$ cat config.mk
export PLATFORM = sky130hd
export DESIGN_NAME = uart_rx
export DESIGN_NICKNAME = d
export VERILOG_FILES = /design/src/rtl/uart_rx.sv
export SDC_FILE = /design/constraint.sdc
export NUM_CORES = 1
export LEC_CHECK = 0
export CORE_MARGIN = 2
export CORE_UTILIZATION = 65
export CTS_CLUSTER_DIAMETER = 200
export DETAILED_ROUTE_END_ITERATION = 6
export DONT_BUFFER_PORTS = 1
export PLACE_DENSITY_LB_ADDON = 0.1
export SYNTH_ARGS = -nofsm -noshare
export SYNTH_HDL_FRONTEND = slang
export SYNTH_SLANG_ARGS = --single-unit
export TNS_END_PERCENT = 5
$ cat constraint.sdc
create_clock -name clk -period 2.6 [get_ports clk]
set_input_delay 0.26 -clock clk [delete_from_list [all_inputs] [get_ports clk]]
set_output_delay 0.26 -clock clk [all_outputs]
set_load 0.005 [all_outputs]
$ cat src/rtl/uart_rx.sv
// 8N1 UART receiver: 2-flop synchronizer, mid-bit sampling at a fixed
// clocks-per-bit ratio, one-entry valid/ready holding register.
module uart_rx #(
  parameter int CLKS_PER_BIT = 16
) (
  input  logic       clk,
  input  logic       rst_n,
  input  logic       rx_serial,
  output logic [7:0] rx_data,
  output logic       rx_valid,
  input  logic       rx_ready,
  output logic       rx_frame_err,
  output logic       rx_overrun
);

  localparam int CW = $clog2(CLKS_PER_BIT);
  localparam logic [CW-1:0] BIT_LAST  = CW'(CLKS_PER_BIT - 1);
  localparam logic [CW-1:0] HALF_LAST = CW'((CLKS_PER_BIT / 2) - 1);

  localparam logic [1:0] ST_IDLE  = 2'd0;
  localparam logic [1:0] ST_START = 2'd1;
  localparam logic [1:0] ST_DATA  = 2'd2;
  localparam logic [1:0] ST_STOP  = 2'd3;

  logic          sync1_r;
  logic          sync2_r;
  logic          prev_r;
  logic [1:0]    state_r;
  logic [CW-1:0] cnt_r;
  logic [2:0]    idx_r;
  logic [7:0]    shift_r;

  logic fall_s;
  logic half_done_s;
  logic bit_done_s;
  logic load_s;
  logic ovr_s;
  logic ferr_s;

  // Line synchronizer and edge history; all idle-high after reset.
  always_ff @(posedge clk or negedge rst_n) begin
    if (!rst_n) begin
      sync1_r <= 1'b1;
      sync2_r <= 1'b1;
      prev_r  <= 1'b1;
    end else begin
      sync1_r <= rx_serial;
      sync2_r <= sync1_r;
      prev_r  <= sync2_r;
    end
  end

  // Sample strobes and stop-bit outcome decode.
  always_comb begin
    fall_s      = !sync2_r && prev_r;
    half_done_s = (cnt_r == HALF_LAST);
    bit_done_s  = (cnt_r == BIT_LAST);
    load_s      = 1'b0;
    ovr_s       = 1'b0;
    ferr_s      = 1'b0;
    if ((state_r == ST_STOP) && bit_done_s) begin
      if (sync2_r) begin
        if (!rx_valid || rx_ready) begin
          load_s = 1'b1;
        end else begin
          ovr_s = 1'b1;
        end
      end else begin
        ferr_s = 1'b1;
      end
    end else begin
      load_s = 1'b0;
    end
  end

  // Frame state machine: start-bit qualify, data shift, stop sample.
  always_ff @(posedge clk or negedge rst_n) begin
    if (!rst_n) begin
      state_r <= ST_IDLE;
      cnt_r   <= '0;
      idx_r   <= 3'd0;
      shift_r <= 8'h00;
    end else begin
      case (state_r)
        ST_IDLE: begin
          cnt_r <= '0;
          idx_r <= 3'd0;
          if (fall_s) begin
            state_r <= ST_START;
          end
        end
        ST_START: begin
          if (half_done_s) begin
            cnt_r   <= '0;
            idx_r   <= 3'd0;
            // A start bit that is high again at mid-bit was a glitch.
            state_r <= sync2_r ? ST_IDLE : ST_DATA;
          end else begin
            cnt_r <= cnt_r + 1'b1;
          end
        end
        ST_DATA: begin
          if (bit_done_s) begin
            cnt_r   <= '0;
            shift_r <= {sync2_r, shift_r[7:1]};
            idx_r   <= idx_r + 3'd1;
            if (idx_r == 3'd7) begin
              state_r <= ST_STOP;
            end
          end else begin
            cnt_r <= cnt_r + 1'b1;
          end
        end
        ST_STOP: begin
          if (bit_done_s) begin
            cnt_r   <= '0;
            state_r <= ST_IDLE;
          end else begin
            cnt_r <= cnt_r + 1'b1;
          end
        end
        default: begin
          state_r <= ST_IDLE;
          cnt_r   <= '0;
          idx_r   <= 3'd0;
        end
      endcase
    end
  end

  // Holding register and one-cycle error pulses.
  always_ff @(posedge clk or negedge rst_n) begin
    if (!rst_n) begin
      rx_data      <= 8'h00;
      rx_valid     <= 1'b0;
      rx_frame_err <= 1'b0;
      rx_overrun   <= 1'b0;
    end else begin
      rx_frame_err <= ferr_s;
      rx_overrun   <= ovr_s;
      if (load_s) begin
        rx_data  <= shift_r;
        rx_valid <= 1'b1;
      end else if (rx_ready) begin
        rx_valid <= 1'b0;
      end
    end
  end

endmodule

# Word level (Yosys, flattened, before mapping)
# Index checks and enable logic that the tools add are counted.
# totals
wordCells	59
ff_bits	31
# classes
eq_ne	11
n_reduce_logical	12
add_sub_neg	2
n_mux	23
# op_table
cell	count
$mux 2	6
$pmux 4 s3	1
$mux 1	10
$ne 2x2->1 const B	5
$pmux 3 s3	1
$mux 4	2
$pmux 2 s4	1
$mux 3	2
$reduce_and 5->1	1
$add 4x1->4 const B	1
$eq 2x2->1 const B	2
$eq 4x3->1 const B	1
$eq 4x4->1 const B	1
$add 3x1->3 const B	1
$eq 3x3->1 const B	1
$reduce_and 3->1	1
$reduce_bool 3->1	1
$eq 2x1->1 const B	1
$logic_and 1x1->1	2
$logic_not 1->1	2
$logic_not 2->1	1
$reduce_and 2->1	1
$reduce_bool 2->1	1
$reduce_or 2->1	1
$logic_or 1x1->1	1

# Longest topological paths before layout
# Gate-level depths: netlist (run 1).
# depth
depth_word	6
ltp_mapped	5
ltp_nobuf	4

# Worst setup path after synthesis (run 1)
# No wires, ideal clock.
# synth_path
path_type	register to register
from	register cnt_r[0]
to	register shift_r[1]
t_arrival_ns	1.471
path_slack_ns	1.004
path_stages_with_launch	6
required_time_ns	2.475
n_path_buf	1
path_cell_list	dfrtp_1 ha_1 nand3_1 nor3b_2 buf_4 mux2_2
# synth_via
elab_chain_len	2
# synth_lines
item	line	text
start, declared	29	logic [CW-1:0] cnt_r;
start signal, assigned	99	cnt_r <= cnt_r + 1'b1;
start signal, assigned	111	cnt_r <= cnt_r + 1'b1;
start signal, assigned	119	cnt_r <= cnt_r + 1'b1;
$eq 4x4->1	57	bit_done_s = (cnt_r == BIT_LAST);
$reduce_and 2->1 (no source line)	-	
end signal, assigned	105	shift_r <= {sync2_r, shift_r[7:1]};
end, declared	31	logic [7:0] shift_r;
# No other way between the ends.
# A chain may end at the register's enable or synchronous reset.

# Worst setup path in the final report (run 1)
# layout_path
from	register cnt_r[0]
to	register shift_r[2]
# Same word-level chain as after synthesis.

==> results of run 1 <==
what timing repair did:
item | 4_1_cts | 5_1_grt
gates resized for setup | 0 | 0
hold buffers | 3 | 0
endpoints found under the hold margin | 32 | 0
report_power, final:
part / switching, mW / internal [mW]
Clock: 0.156 / 0.131
Sequential: 0.0962 / 0.537
Combinational: 0.0977 / 0.110
Total: 0.350 / 0.777
flip-flops by register name, summed over array words and instances, names as in the netlist, named ones only:
register      count
cnt_r             4
idx_r             3
prev_r            1
rx_data           8
rx_frame_err      1
rx_overrun        1
rx_valid          1
shift_r           8
state_r           1
sync1_r           1
sync2_r           1
layout make-up:
class / count / share of cell area (%)
tap: 27 / 2.41
sequential: 31 / 55.7
multi-input combinational: 55 / 34.2
clock inverter: 1 / 0.357
clock buffer: 7 / 3.93
timing repair buffer: 4 / 3.40
cells by family (layout without fill, tap and decap cells):
group / count (synthesis) / after routing / share of synthesized area, %
AO/OA/AOI/OAI: 12 / 12 / 7.28
XOR/XNOR: 1 / 1 / 0.679
adder cells (fa/ha/maj): 3 / 3 / 2.91
buffers and inverters: 5 / 12 / 2.42
flip-flops: 31 / 31 / 60.4
multiplexers: 17 / 17 / 15.1
AND/OR/NAND/NOR: 22 / 22 / 11.2
synthesized netlist by cell type, types with 2 or more instances:
library cell,count
a21oi_1,2
a22o_1,3
clkbuf_1,2
dfrtp_1,28
dfstp_2,3
ha_1,3
mux2_2,16
nand2_1,5
nand3_1,2
nor2_1,3
layout by cell type (no fill, tap or decap), types with 2 or more instances in the layout:
cell	Yosys	final
a22o_1	3	3
a21oi_1	2	2
dfstp_2	3	3
clkbuf_4	0	5
mux2_2	16	16
nand2_1	5	5
nor2_1	3	3
dfrtp_1	28	28
nand3_1	2	2
ha_1	3	3
dlygate4sd3_1	0	2
worst max-delay path by stage:
| stage | startpoint | end | slack [ns] | cells past startpoint |
|---|---|---|---|---|
| finish | cnt_r[0] | shift_r[2] | 0.86 | 5 |
| global route | cnt_r[0] | shift_r[2] | 0.75 | 5 |
| CTS | cnt_r[0] | shift_r[2] | 0.87 | 5 |
| global placement | cnt_r[0] | shift_r[5] | 0.94 | 5 |
| floorplan | cnt_r[0] | shift_r[1] | 1.00 | 5 |
| detailed placement | cnt_r[0] | shift_r[0] | 0.87 | 5 |
metal layers:
metal | part of all wire [%] | vias up | global-route usage, %
li1 | - | 345 | -
met1 | 50 | 342 | 26.9
met2 | 43 | 15 | 27.5
met3 | 4.1 | 8 | 6.48
met4 | 2.9 | 0 | 11.4
met5 | 0 | - | 0
==> metrics.csv, run 1 <==
stage;metric;value;unit
outcome;outcome;complete, no violations;
yosys;synth_cells;91;
sta;slew_viol_final;0;
power;ir_worst_vdd;622;uV
die;io_pins;15;
sta;post-route-period-util;67.1;%
yosys;netlist_area;1290;sq um
worst_setup_path;end_kind;flip-flop;
cells_and_area;syn_to_final_growth;8.54;%
cells_and_area;ff_latch_area;779;sq um
cts;cts_root_buf;clkbuf_4;
worst_setup_path;path_class;reg -> reg;
cts;post-cts-setup-buffers;0;
yosys;synth_warnings;0;
cells_and_area;fin_util;72.9;%
hold_path;hp-start;rx_ready;
worst_setup_path;max_stage_delay;0.40;ns
die;placeableCoreArea;1920;sq um
cells_and_area;multiInputGateArea;479;sq um
sta;finClkSkew;0.00869;ns
yosys;synth_top_area_share;54.3;%
cts;cts.clk_slew.worst_paths;0.09;ns
sta;setup_slack;0.856;ns
power;leakagePower;0.677;nW
detailed_routing;firstDrtPassIters;4;
detailed_routing;viasPerCell;5.68;
power;power_density;805;nW/um^2
placed_design;dp_hpwl;1240;microns
grt;grt.total_usage;19.6;%
die;rows;16;
die;die_w;48.6;microns
cts;clock_path_buffers;2;
hold_path;hp-class;in -> reg;
placed_design;place_ws;0.870;ns
placed_design;dpl.cell_count;114;
detailed_routing;routedWlPerCell;15.2;microns
sta;final.setup.tns;0;ns
yosys;ys_seq_elements;31;
cts;cts-htree-levels;2;
sta;hold_ws;0.226;ns
cells_and_area;fill_cells;142;
sta;max_freq;573;MHz
worst_setup_path;cp_num_buf_inv;1;
worst_setup_path;r2r_start;cnt_r[0];
cells_and_area;nets;104;
grt;grt_remaining_overflow;0;
job;max-cap-violations;0;
yosys;postSynthAreaPerCell;14.2;sq um
placed_design;gp_congestion;0.824;
grt;grt_start_max_net_pins;32;
yosys;synth_cell_type_count;34;
die;dieArea;2360;sq um
grt;antenna_found_initial;0;
cts;clock_latency;0.33;ns
yosys;synth_area_leaders;dfrtp_1, mux2_2, dfstp_2, ha_1, a22o_1;
cells_and_area;diodes;0;
detailed_routing;ant_nets;0;
worst_setup_path;cp_slowest_cell;dfrtp_1;
yosys;async_flop_share;100;%
yosys;ys.flop_type;dfrtp_1;
detailed_routing;postRouteWirelength;1900;microns
detailed_routing;remaining_drc_errors;0;
worst_setup_path;cp_cell_sequence;ha_1, nand3_1, nor3b_2, buf_4, mux2_2;
worst_setup_path;required;2.82;ns
cells_and_area;stdcell_count;125;
yosys;synth_top_area_cell;dfrtp_1;
hold_path;min_path_cells;2;
yosys;synth-edff-count;0;
worst_setup_path;cp_max_fo;11;
worst_setup_path;rr_endpoint;shift_r[2];
die;start_util;67.1;%
sta;hold_viol;0;
worst_setup_path;critPathArrivalTime;1.96;ns
worst_setup_path;r2r_cells;5;
cells_and_area;final_area;1400;sq um
grt;grt_pass1_wl;3400;microns
sta;slew_headroom;74.5;%
grt;grt_pass1_vias;711;
placed_design;portBuffers;0;
detailed_routing;drtIter0Drc;6;
sta;max_slew.worst_pin.slew;0.383;ns
yosys;seq_area_frac_synth;60.4;%
worst_setup_path;rrSetupSlack;0.86;ns
sta;min_period;1.74;ns
cts;cts_tree;done;
cells_and_area;layout-drive-gt1-share;33.7;%
cts;cts_inserted_buffers;5;
worst_setup_path;cpLargestDelayFamily;flip-flops;
power;power;1.13;mW
hold_path;min_to;rx_valid;
sta;rsz0062_at_grt;false;
die;fp.dieH;48.6;microns
detailed_routing;vias;710;
worst_setup_path;startpoint_type;flip-flop;
yosys;synth_nets;98;
sta;setup_viol;0;
cts;cts_sinks;31;
placed_design;placed_area;1300;sq um
(Power assumes the default switching activity.)
==> inputs of run 2 (changes only) <==
--- a/config.mk
+++ b/config.mk
@@ -6,7 +6,7 @@
 export NUM_CORES = 1
 export LEC_CHECK = 0
 export CORE_MARGIN = 2
-export CORE_UTILIZATION = 65
+export CORE_UTILIZATION = 60
 export CTS_CLUSTER_DIAMETER = 200
 export DETAILED_ROUTE_END_ITERATION = 6
 export DONT_BUFFER_PORTS = 1
==> constraint.sdc (replaced) <==
create_clock -name clk -period 1.7 [get_ports clk]
set_input_delay 0.17 -clock clk [delete_from_list [all_inputs] [get_ports clk]]
set_output_delay 0.17 -clock clk [all_outputs]
set_load 0.005 [all_outputs]
==> run 2 against run 1 <==
First-iteration DRC count increased by 33%. Final area rose by 2.3%. Combinational power up 69%. Flip-flop and latch count unchanged. Clock power up 63%. Power grew 59%. Wire length increased by 12%. Utilization decreased by 1.3 points. Via count up 10%. Non-clock buffer count up 2. Global-route usage is 1.2 points higher. Critical path type unchanged.
==> metrics.csv, run 2 (synthesis gave the netlist of run 1 again) <==
stage;metric;value;unit;change
hold_path;hp-start;rx_ready;;
sta;finClkSkew;0.0109;ns;+0.00222 ns
grt;grt.total_usage;20.9;%;+1.2 points
sta;rsz0062_at_grt;false;;
worst_setup_path;cpLargestDelayFamily;flip-flops;;
placed_design;dpl.cell_count;116;;+1.8%
worst_setup_path;cp_max_fo;4;;-7
job;max-cap-violations;0;;unchanged
worst_setup_path;critPathLaunch;cnt_r[0];;
cts;clock_latency;0.32;ns;about the same
grt;antenna_found_initial;0;;unchanged
detailed_routing;ant_nets;0;;unchanged
detailed_routing;postRouteWirelength;2130;microns;+12%
placed_design;dp_hpwl;1350;microns;+8.2%
cells_and_area;syn_to_final_growth;11.1;%;
grt;grt_remaining_overflow;0;;unchanged
cells_and_area;ff_latch_area;779;sq um;unchanged
worst_setup_path;cp_slowest_cell;dfrtp_1;;
power;power_density;1250;nW/um^2;+56%
worst_setup_path;critPathArrivalTime;1.79;ns;-0.17 ns
cells_and_area;fill_cells;147;;+3.5%
sta;final.setup.tns;0;ns;unchanged
sta;slew_headroom;74.7;%;+0.25 points
cts;cts.clk_slew.worst_paths;0.09;ns;about the same
detailed_routing;vias;782;;+10%
worst_setup_path;r2r_cells;5;;unchanged
sta;setup_slack;0.115;ns;-0.741 ns
sta;slew_viol_final;0;;unchanged
worst_setup_path;rr_endpoint;idx_r[0];;
hold_path;hp-class;in -> reg;;
hold_path;min_to;rx_valid;;
worst_setup_path;end_kind;flip-flop;;
die;placeableCoreArea;2000;sq um;+4.2%
cells_and_area;diodes;0;;unchanged
detailed_routing;remaining_drc_errors;0;;unchanged
sta;max_slew.worst_pin.slew;0.379;ns;-0.00373 ns
cells_and_area;final_common_cell;dfrtp_1;;
detailed_routing;drtIter0Drc;8;;+2
grt;grt_start_max_net_pins;32;;unchanged
cells_and_area;multiInputGateArea;488;sq um;+1.8%
placed_design;portBuffers;0;;unchanged
cts;clock_path_buffers;2;;unchanged
cts;cts_inserted_buffers;5;;unchanged
cells_and_area;final_cell_mix;dfrtp_1, mux2_2, nand2_1, clkbuf_4;;
detailed_routing;viasPerCell;6.16;;+8.4%
grt;grt_pass1_vias;785;;+10%
sta;setup_viol;0;;unchanged
hold_path;min_path_cells;2;;unchanged
die;fp.dieH;50.4;microns;+3.7%
die;start_util;64.4;%;-2.7 points
detailed_routing;routedWlPerCell;16.7;microns;+10%
cts;cts_root_buf;clkbuf_4;;
die;rows;16;;unchanged
worst_setup_path;path_class;reg -> reg;;
cts;cts_sinks;31;;unchanged
die;die_w;50.4;microns;+3.7%
cells_and_area;stdcell_count;127;;+1.6%
outcome;outcome;complete, no violations;;
cells_and_area;fin_util;71.6;%;-1.3 points
worst_setup_path;max_stage_delay;0.41;ns;about the same
cts;post-cts-setup-buffers;0;;unchanged
sta;post-route-period-util;93.2;%;+26 points
placed_design;gp_congestion;0.863;;+4.7%
detailed_routing;firstDrtPassIters;4;;unchanged
worst_setup_path;cp_cell_sequence;ha_2, buf_4, nand3b_1, a22o_1, mux2_2;;
cells_and_area;top_regs;rx_data (8), shift_r (8), cnt_r (4);;
worst_setup_path;r2r_start;cnt_r[0];;
cells_and_area;nets;106;;+1.9%
worst_setup_path;rrSetupSlack;0.11;ns;-0.74 ns
grt;grt_pass1_wl;3680;microns;+8.1%
die;dieArea;2540;sq um;+7.6%
cts;cts-htree-levels;2;;unchanged
cts;cts_tree;done;;
sta;min_period;1.59;ns;-0.159 ns
worst_setup_path;required;1.90;ns;-0.92 ns
placed_design;place_ws;0.0571;ns;-0.813 ns
die;io_pins;15;;unchanged
power;ir_worst_vdd;852;uV;+37%
power;leakagePower;0.689;nW;+1.7%
worst_setup_path;cp_num_buf_inv;1;;unchanged
cells_and_area;layout-drive-gt1-share;38.0;%;+4.3 points
worst_setup_path;startpoint_type;flip-flop;;
sta;hold_viol;0;;unchanged
sta;max_freq;631;MHz;+10%
-- run 2: where the power goes --
group | total [mW] | leakage (nW) | internal [mW] | switching [mW]
Sequential | 0.975 | 0.409 | 0.821 | 0.154
Combinational | 0.352 | 0.242 | 0.184 | 0.168
Clock | 0.468 | 0.0386 | 0.243 | 0.225
-- run 2: metal layers --
| metal | GRT usage (%) | wire length [microns] | vias up |
|---|---|---|---|
| li1 | - | - | 346 |
| met1 | 25.4 | 846 | 398 |
| met2 | 32.0 | 1100 | 34 |
| met3 | 9.23 | 143 | 4 |
| met4 | 9.46 | 34 | 0 |
| met5 | 0 | 0 | - |
-- run 2: cell type report --
type | count | share of cell area (%)
Timing Repair Buffer | 6 | 4.37
Sequential cell | 31 | 54.4
Clock buffer | 8 | 4.80
Tap cell | 27 | 2.36
Multi-Input combinational cell | 55 | 34.1
-- run 2: per-stage QoR --
| stage | power, mW | hold slack, ns | area [sq um] |
|---|---|---|---|
| 2_1_floorplan | 1.22 | -0.126 | 1290 |
| 3_3_place_gp | 1.28 | -0.125 | 1320 |
| 3_5_place_dp | 1.29 | -0.125 | 1320 |
| 4_1_cts | 1.80 | 0.0971 | 1420 |
| 5_1_grt | 1.90 | 0.114 | 1430 |
| 6_report | 1.79 | 0.112 | 1430 |
-- run 2: worst max-delay path by stage --
stage,endpoint,cells after the start
final,idx_r[0],5
after global routing,shift_r[6],5
after CTS,rx_data[7],4
after detailed placement,rx_data[7],4
after global placement,rx_data[7],4
after floorplan,shift_r[1],5
-- run 2: repair_timing --
item | 4_1_cts | 5_1_grt
resized for setup | 0 | 3
hold endpoints to repair | 32 | 0
hold buffers | 3 | 0
endpoints found under the setup margin | 0 | 13
